===== config.mk =====
export PLATFORM = sky130hd
export DESIGN_NAME = id_decode_unit_flat
export DESIGN_NICKNAME = d
export VERILOG_FILES = /design/src/rtl/mips_pkg.sv /design/src/rtl/id_decode_unit_if.sv /design/src/rtl/id_regfile.sv /design/src/rtl/id_decode_unit.sv /design/src/flat_wrapper.sv
export SDC_FILE = /design/constraint.sdc
export NUM_CORES = 2
export LEC_CHECK = 0
export ABC_AREA = 1
export ABC_CLOCK_PERIOD_IN_PS = 4480
export CAP_MARGIN = 20
export CELL_PAD_IN_SITES_DETAIL_PLACEMENT = 0
export CELL_PAD_IN_SITES_GLOBAL_PLACEMENT = 2
export CORE_UTILIZATION = 29
export CTS_CLUSTER_DIAMETER = 100
export DETAILED_ROUTE_END_ITERATION = 6
export PLACE_DENSITY_LB_ADDON = 0.1
export SLEW_MARGIN = 20
export SYNTH_ARGS = -nofsm -noshare
export SYNTH_HDL_FRONTEND = slang
export SYNTH_SLANG_ARGS = --single-unit

===== constraint.sdc =====
create_clock -name clk -period 4.48 [get_ports clk]
set_clock_uncertainty 0.15 [all_clocks]
set_input_delay 1.12 -clock clk [delete_from_list [all_inputs] [get_ports clk]]
set_output_delay 1.12 -clock clk [all_outputs]
set_load 0.01 [all_outputs]

===== src/rtl/mips_pkg.sv =====
// Shared definitions for the MIPS ID stage: datapath widths and the
// bit positions of the instruction fields.
package mips_pkg;

  localparam int DATA_W   = 32;
  localparam int REG_AW   = 5;
  localparam int NUM_REGS = 2 ** REG_AW;

  localparam int OPCODE_HI = 31;
  localparam int OPCODE_LO = 26;
  localparam int RS_HI     = 25;
  localparam int RS_LO     = 21;
  localparam int RT_HI     = 20;
  localparam int RT_LO     = 16;
  localparam int IMM_HI    = 15;
  localparam int IMM_LO    = 0;
  localparam int FUNCT_HI  = 5;
  localparam int FUNCT_LO  = 0;

endpackage


===== src/rtl/id_decode_unit_if.sv =====
// Bundle of the ID-stage signals: IF/ID and WB inputs going in,
// decoded fields, operands and branch information coming out.
interface id_decode_unit_if;
  import mips_pkg::*;

  logic                 reg_write;
  logic [DATA_W-1:0]    instruction;
  logic [DATA_W-1:0]    pc_plus4;
  logic [REG_AW-1:0]    write_reg;
  logic [DATA_W-1:0]    write_data;

  logic [DATA_W-1:0]    read_data1;
  logic [DATA_W-1:0]    read_data2;
  logic [DATA_W-1:0]    inst_extended;
  logic [DATA_W-1:0]    branch_target;
  logic [5:0]           opcode;
  logic [5:0]           func;
  logic                 zero;

  // The pipeline side drives instruction/WB inputs and observes results.
  modport master (
    output reg_write, instruction, pc_plus4, write_reg, write_data,
    input  read_data1, read_data2, inst_extended, branch_target,
           opcode, func, zero
  );

  // The decode unit consumes the inputs and produces the results.
  modport slave (
    input  reg_write, instruction, pc_plus4, write_reg, write_data,
    output read_data1, read_data2, inst_extended, branch_target,
           opcode, func, zero
  );

endinterface


===== src/rtl/id_regfile.sv =====
// 32x32 general-purpose register file with asynchronous active-low clear,
// one write port, two asynchronous read ports and a write-through bypass
// so a value written back in WB is visible to ID in the same cycle.
module id_regfile
  import mips_pkg::*;
(
  input  logic              i_clk,
  input  logic              i_rst_n,
  input  logic              i_we,
  input  logic [REG_AW-1:0] i_waddr,
  input  logic [DATA_W-1:0] i_wdata,
  input  logic [REG_AW-1:0] i_raddr1,
  input  logic [REG_AW-1:0] i_raddr2,
  output logic [DATA_W-1:0] o_rdata1,
  output logic [DATA_W-1:0] o_rdata2
);

  logic [DATA_W-1:0] r_regs [NUM_REGS];
  logic              w_wrValid;

  // A write only counts when out of reset and not aimed at the hardwired R0;
  // the same qualifier gates the bypass so reset forces reads to zero.
  assign w_wrValid = i_rst_n && i_we && (i_waddr != '0);

  // Register array: cleared asynchronously by reset, written on rising clk.
  always_ff @(posedge i_clk or negedge i_rst_n) begin
    if (!i_rst_n) begin
      for (int i = 0; i < NUM_REGS; i++) begin
        r_regs[i] <= '0;
      end
    end else if (w_wrValid) begin
      r_regs[i_waddr] <= i_wdata;
    end
  end

  // Read port 1: R0 and reset read as zero, then bypass, then stored value.
  always_comb begin
    o_rdata1 = '0;
    if (!i_rst_n || (i_raddr1 == '0)) begin
      o_rdata1 = '0;
    end else if (w_wrValid && (i_waddr == i_raddr1)) begin
      o_rdata1 = i_wdata;
    end else begin
      o_rdata1 = r_regs[i_raddr1];
    end
  end

  // Read port 2: same priority as port 1, bypassing independently.
  always_comb begin
    o_rdata2 = '0;
    if (!i_rst_n || (i_raddr2 == '0)) begin
      o_rdata2 = '0;
    end else if (w_wrValid && (i_waddr == i_raddr2)) begin
      o_rdata2 = i_wdata;
    end else begin
      o_rdata2 = r_regs[i_raddr2];
    end
  end

endmodule


===== src/rtl/id_decode_unit.sv =====
// MIPS ID stage: register file reads, immediate sign extension, branch
// target computation, rs==rt comparison for early branch resolution and
// opcode/funct split for the main controller. Purely combinational apart
// from the register file state.
module id_decode_unit
  import mips_pkg::*;
(
  input  logic             clk,
  input  logic             rst,
  id_decode_unit_if.slave  bus
);

  logic [DATA_W-1:0] w_readData1;
  logic [DATA_W-1:0] w_readData2;
  logic [DATA_W-1:0] w_immExt;
  logic [DATA_W-1:0] w_branchOffset;

  id_regfile u_regfile (
    .i_clk    (clk),
    .i_rst_n  (rst),
    .i_we     (bus.reg_write),
    .i_waddr  (bus.write_reg),
    .i_wdata  (bus.write_data),
    .i_raddr1 (bus.instruction[RS_HI:RS_LO]),
    .i_raddr2 (bus.instruction[RT_HI:RT_LO]),
    .o_rdata1 (w_readData1),
    .o_rdata2 (w_readData2)
  );

  // Sign-extended immediate and its word offset; the adder wraps silently.
  assign w_immExt       = {{(DATA_W-16){bus.instruction[IMM_HI]}},
                           bus.instruction[IMM_HI:IMM_LO]};
  assign w_branchOffset = {w_immExt[DATA_W-3:0], 2'b00};

  assign bus.read_data1    = w_readData1;
  assign bus.read_data2    = w_readData2;
  assign bus.inst_extended = w_immExt;
  assign bus.branch_target = bus.pc_plus4 + w_branchOffset;
  assign bus.opcode        = bus.instruction[OPCODE_HI:OPCODE_LO];
  assign bus.func          = bus.instruction[FUNCT_HI:FUNCT_LO];
  // Compare post-bypass operands so zero agrees with the data outputs.
  assign bus.zero          = (w_readData1 == w_readData2);

endmodule


===== src/flat_wrapper.sv =====
// flat-port wrapper written by rule: the top's interface ports become plain ports
module id_decode_unit_flat import mips_pkg::*;
  (clk, rst, bus_reg_write, bus_instruction, bus_pc_plus4, bus_write_reg, bus_write_data, bus_read_data1, bus_read_data2, bus_inst_extended, bus_branch_target, bus_opcode, bus_func, bus_zero);
  id_decode_unit_if bus_i ();
  input  logic clk;
  input  logic rst;
  input wire logic [$bits(bus_i.reg_write)-1:0] bus_reg_write;
  input wire logic [$bits(bus_i.instruction)-1:0] bus_instruction;
  input wire logic [$bits(bus_i.pc_plus4)-1:0] bus_pc_plus4;
  input wire logic [$bits(bus_i.write_reg)-1:0] bus_write_reg;
  input wire logic [$bits(bus_i.write_data)-1:0] bus_write_data;
  output wire logic [$bits(bus_i.read_data1)-1:0] bus_read_data1;
  output wire logic [$bits(bus_i.read_data2)-1:0] bus_read_data2;
  output wire logic [$bits(bus_i.inst_extended)-1:0] bus_inst_extended;
  output wire logic [$bits(bus_i.branch_target)-1:0] bus_branch_target;
  output wire logic [$bits(bus_i.opcode)-1:0] bus_opcode;
  output wire logic [$bits(bus_i.func)-1:0] bus_func;
  output wire logic [$bits(bus_i.zero)-1:0] bus_zero;
  assign bus_i.reg_write = bus_reg_write;
  assign bus_i.instruction = bus_instruction;
  assign bus_i.pc_plus4 = bus_pc_plus4;
  assign bus_i.write_reg = bus_write_reg;
  assign bus_i.write_data = bus_write_data;
  assign bus_read_data1 = bus_i.read_data1;
  assign bus_read_data2 = bus_i.read_data2;
  assign bus_inst_extended = bus_i.inst_extended;
  assign bus_branch_target = bus_i.branch_target;
  assign bus_opcode = bus_i.opcode;
  assign bus_func = bus_i.func;
  assign bus_zero = bus_i.zero;
  id_decode_unit u_core (.clk(clk), .rst(rst), .bus(bus_i));
endmodule

==> run summary <==
The areal power density over the cells came out at 366 nW/µm². Counting distinct cell types in the post-synthesis netlist gives 37. Dividing the final minimum period by the clock period gives 1.07. The gate count after technology mapping is 9069. The run finished, with violations left. The final reports fail on negative setup slack.

The XOR/XNOR share of the synthesized area came out at 0.00474. The violation count after the first detailed-routing iteration came out at 5989. After synthesis, the cell types taking the most area are dfrtp_1 42%, nand2_1 21%, o21ai_0 9.0%, nand3_1 7.7%, inv_1 3.7%.

STA puts the critical path data required time at 3.21 ns. The path class of the tightest hold or removal check is flip-flop to flip-flop. The proportion of synthesized flip-flops having asynchronous set or reset is 1.00. By area, the combinational part of the netlist is dominated by simple AND/OR/NAND/NOR gates. The area of the multi-input gates came out at 31500 µm². In the global route stage, overall resource usage came out at 0.295. The cell count after placement is 12.1k. The simple-gate portion of the synthesized area is 0.319.

The core region is 208000 µm². The clock latency on the worst-skew pair came out at 0.81 ns. Timing would allow up to 0.208 GHz.

The most used flip-flop cell after synthesis is dfrtp_1. The sum of net half-perimeters after detailed placement is 200000 µm. The area fraction in compound gates after synthesis came to 0.156. Of all nets on the critical path, the largest fanout is 8. The time the worst path needs with I/O delays and setup came out at 4.82 ns. The post-synthesis to final-layout area growth came out at 33.0%. The count of endpoints failing setup in the final report came out at 6. The average instance area after synthesis came out at 6.72 µm².

The post-synth design cell area is 60900 µm². The register with the most flip-flops in the layout has 1024 of them. The post-cts hold buffer count came out at 0. The data arrival time of the critical path is 3.55 ns. The tree is rooted in a clkbuf_16. The number of enable flip-flop cells after synthesis came out at 0. The detailed-route via count came out at 63.7k. The net count reported at finish came out at 9710. The I/O pin count is 245. The clock net sink count came out at 1024. The number of antenna violations at the first check in global routing is 5. The worst-case IR drop observed on VDD is 0.455 mV.

The maximum number of pins on one net before global-route repair is 144. The via count of the first global-routing pass is 61.0k. The largest total area in the synthesized netlist belongs to dfrtp_1. The net count after synthesis came out at 9203. The clock tree from TritonCTS is done. The final critical-path setup slack is -0.335 ns. STA classifies the critical path endpoint as an output port. For this configuration, the core starts out at a cell density of 0.293.

The number of warning messages in the yosys log is 0. The floorplan step set the die width to 460 µm. Dividing the detail-routed wire length by the instance count gives 25.5 µm. After synthesis, the most frequently instantiated cells are 3367 x nand2_1, 1091 x o21ai_0, 1024 x dfrtp_1. The sequential cells in the finished layout cover a total of 25600 µm². The number of search-and-repair iterations in the first detailed-routing pass came out at 6. The maximum clock insertion buffer count came out at 3. The number of synthesized register bits is 1024. The count of placed standard cells in the final layout, fillers left out came out at 12.5k. Of the total synthesized cell area, the portion taken by full adders, half adders and majority gates is 0.00628. The first-pass GRT wire length came out at 454000 µm. The fill cell instance count of the final layout is 21.9k.

After detailed routing, the total wire length is 318000 µm. The level count of the clock H-tree came out at 4. In this run the core area contains 167 standard-cell rows. The y dimension of the die came out at 460 µm. The remaining design rule violation count is 0. The worst hold slack came out at 0.232 ns.

The total grt overflow is 0. Of the post-synthesis cell area, the dominant cell type holds 0.421. The number of max-cap violations is 0. Once placement finished, the instance area stood at 72200 µm².

The total count of max-transition violations in the final report came out at 0. The mux share of post-synthesis cell area came out at 0. The max-slew headroom at the worst pin came out at 0.320.

The weighted congestion at the end of routability-driven global placement is 0.867. The post-detailed-route via-to-cell ratio is 5.11. STA classifies the critical path startpoint as an input pin. The die covers 212000 µm². The path type of the worst setup path is input pin to output port. Setup repair after global routing could not meet its margin everywhere.

The most used standard cell by instance count after synthesis is nand2_1. The clock-pin transition on the worst setup and hold timing paths came out at 0.06 ns. The count of endpoints failing hold in the final timing report was 0. The share of the Yosys chip area taken by registers is 0.421. The total CTS buffers came out at 138.

The internal reg-to-reg setup slack is 3.59 ns. The most flop-heavy register is u_core.u_regfile.r_regs. The leakage dissipation came out at 38.3 nW. The slew at the pin closest to its max-slew limit is 1.02 ns. The number of antenna-violating nets in the routed design is 0. In the final layout, the share of cells above drive strength 1 is 0.170. In the final layout, the registers with the most flip-flops are u_core.u_regfile.r_regs: 1024 flops.

The count of input and output buffers is 228. The final cell area excluding filler cells is 81100 µm².
[cell usage in the layout, fill, tap and decap left out, types with 60 or more instances in the layout]
cell type	count
a21oi_1	248
a21oi_2	76
buf_12	223
buf_4	616
buf_6	60
clkbuf_16	150
clkdlybuf4s50_1	99
dfrtp_1	1024
inv_1	581
nand2_1	3257
nand2_2	68
nand3_1	870
nand3_2	61
nor2_1	390
o211ai_1	268
o21ai_0	1068
[timing repair]
item,4_1_cts,5_1_grt
gates resized for setup,524,253
setup endpoints to repair,89,72
pin swaps,110,107
setup buffers,76,39
gates cloned,28,7
[power by group]
| group | switching [mW] | total [mW] | internal [mW] |
|---|---|---|---|
| Combinational | 3.94 | 6.61 | 2.67 |
| Sequential | 0.844 | 11.3 | 10.4 |
| Clock | 4.78 | 11.8 | 6.99 |
| Total | 9.56 | 29.6 | 20.1 |
[cell families after synthesis]
logic type	Yosys count
simple gates	4820
xor+xnor	33
flops	1024
fa+ha+maj	30
buf+inv	1405
compound gates	1757
[path summary, 6_finish.rpt]
check,from,to,depth (start not counted)
max reg2reg,u_core.u_regfile.r_regs[899]$_DFFE_PN0P_,u_core.u_regfile.r_regs[899]$_DFFE_PN0P_,2
max in group asynchronous,rst,u_core.u_regfile.r_regs[520]$_DFFE_PN0P_,5
max,bus_instruction[18],bus_zero,20
min reg2reg,u_core.u_regfile.r_regs[1014]$_DFFE_PN0P_,u_core.u_regfile.r_regs[1014]$_DFFE_PN0P_,0
min,u_core.u_regfile.r_regs[1014]$_DFFE_PN0P_,u_core.u_regfile.r_regs[1014]$_DFFE_PN0P_,0
min in group asynchronous,rst,u_core.u_regfile.r_regs[290]$_DFFE_PN0P_,3
[per-layer routing]
| layer | up-vias | routed length [µm] | track usage |
|---|---|---|---|
| met2 | 1810 | 149000 | 0.485 |
| met5 | - | 0 | 0 |
| met1 | 31200 | 140000 | 0.389 |
| met3 | 430 | 14900 | 0.0347 |
| li1 | 30300 | - | - |
| met4 | 0 | 14200 | 0.128 |
[through the flow]
stage	TNS, ns	worst slack, ns	total power, mW	util
after detailed placement	-38.50	-1.24	17.5	0.347
after floorplan	0	0.234	14.5	-
final	-1.14	-0.335	29.6	0.390
after global placement	-38.46	-1.26	17.5	0.347
after global routing	-1.94	-0.443	31.1	0.390
after CTS	-2.77	-0.302	29.7	0.384
[critical path: stages]
cell	delay (ns)
clkbuf_16	0.15
nor2_4	0.24
buf_12	0.22
buf_16	0.17
buf_8	0.14
nand2_1	0.05
a21oi_1	0.13
nor2_1	0.06
nand2_1	0.07
nand3_1	0.12
nand2_4	0.15
a21oi_2	0.07
nand2_1	0.06
nand2_1	0.07
nor2_1	0.15
nand2_1	0.09
nor2_2	0.14
nand2_2	0.08
nor2_2	0.10
buf_2	0.14
[final cells by class]
type	count	area share
multi-input combinational	6642	0.389
sequential	1024	0.316
timing repair buffer	1167	0.164
clock buffer	203	0.0505
tap	2788	0.0430
inverter	602	0.0289
clock inverter	45	0.00775
timing repair inverter	1	0.000139
antenna	3	0.0000926
Note: power is estimated with default switching activity, not from simulation.
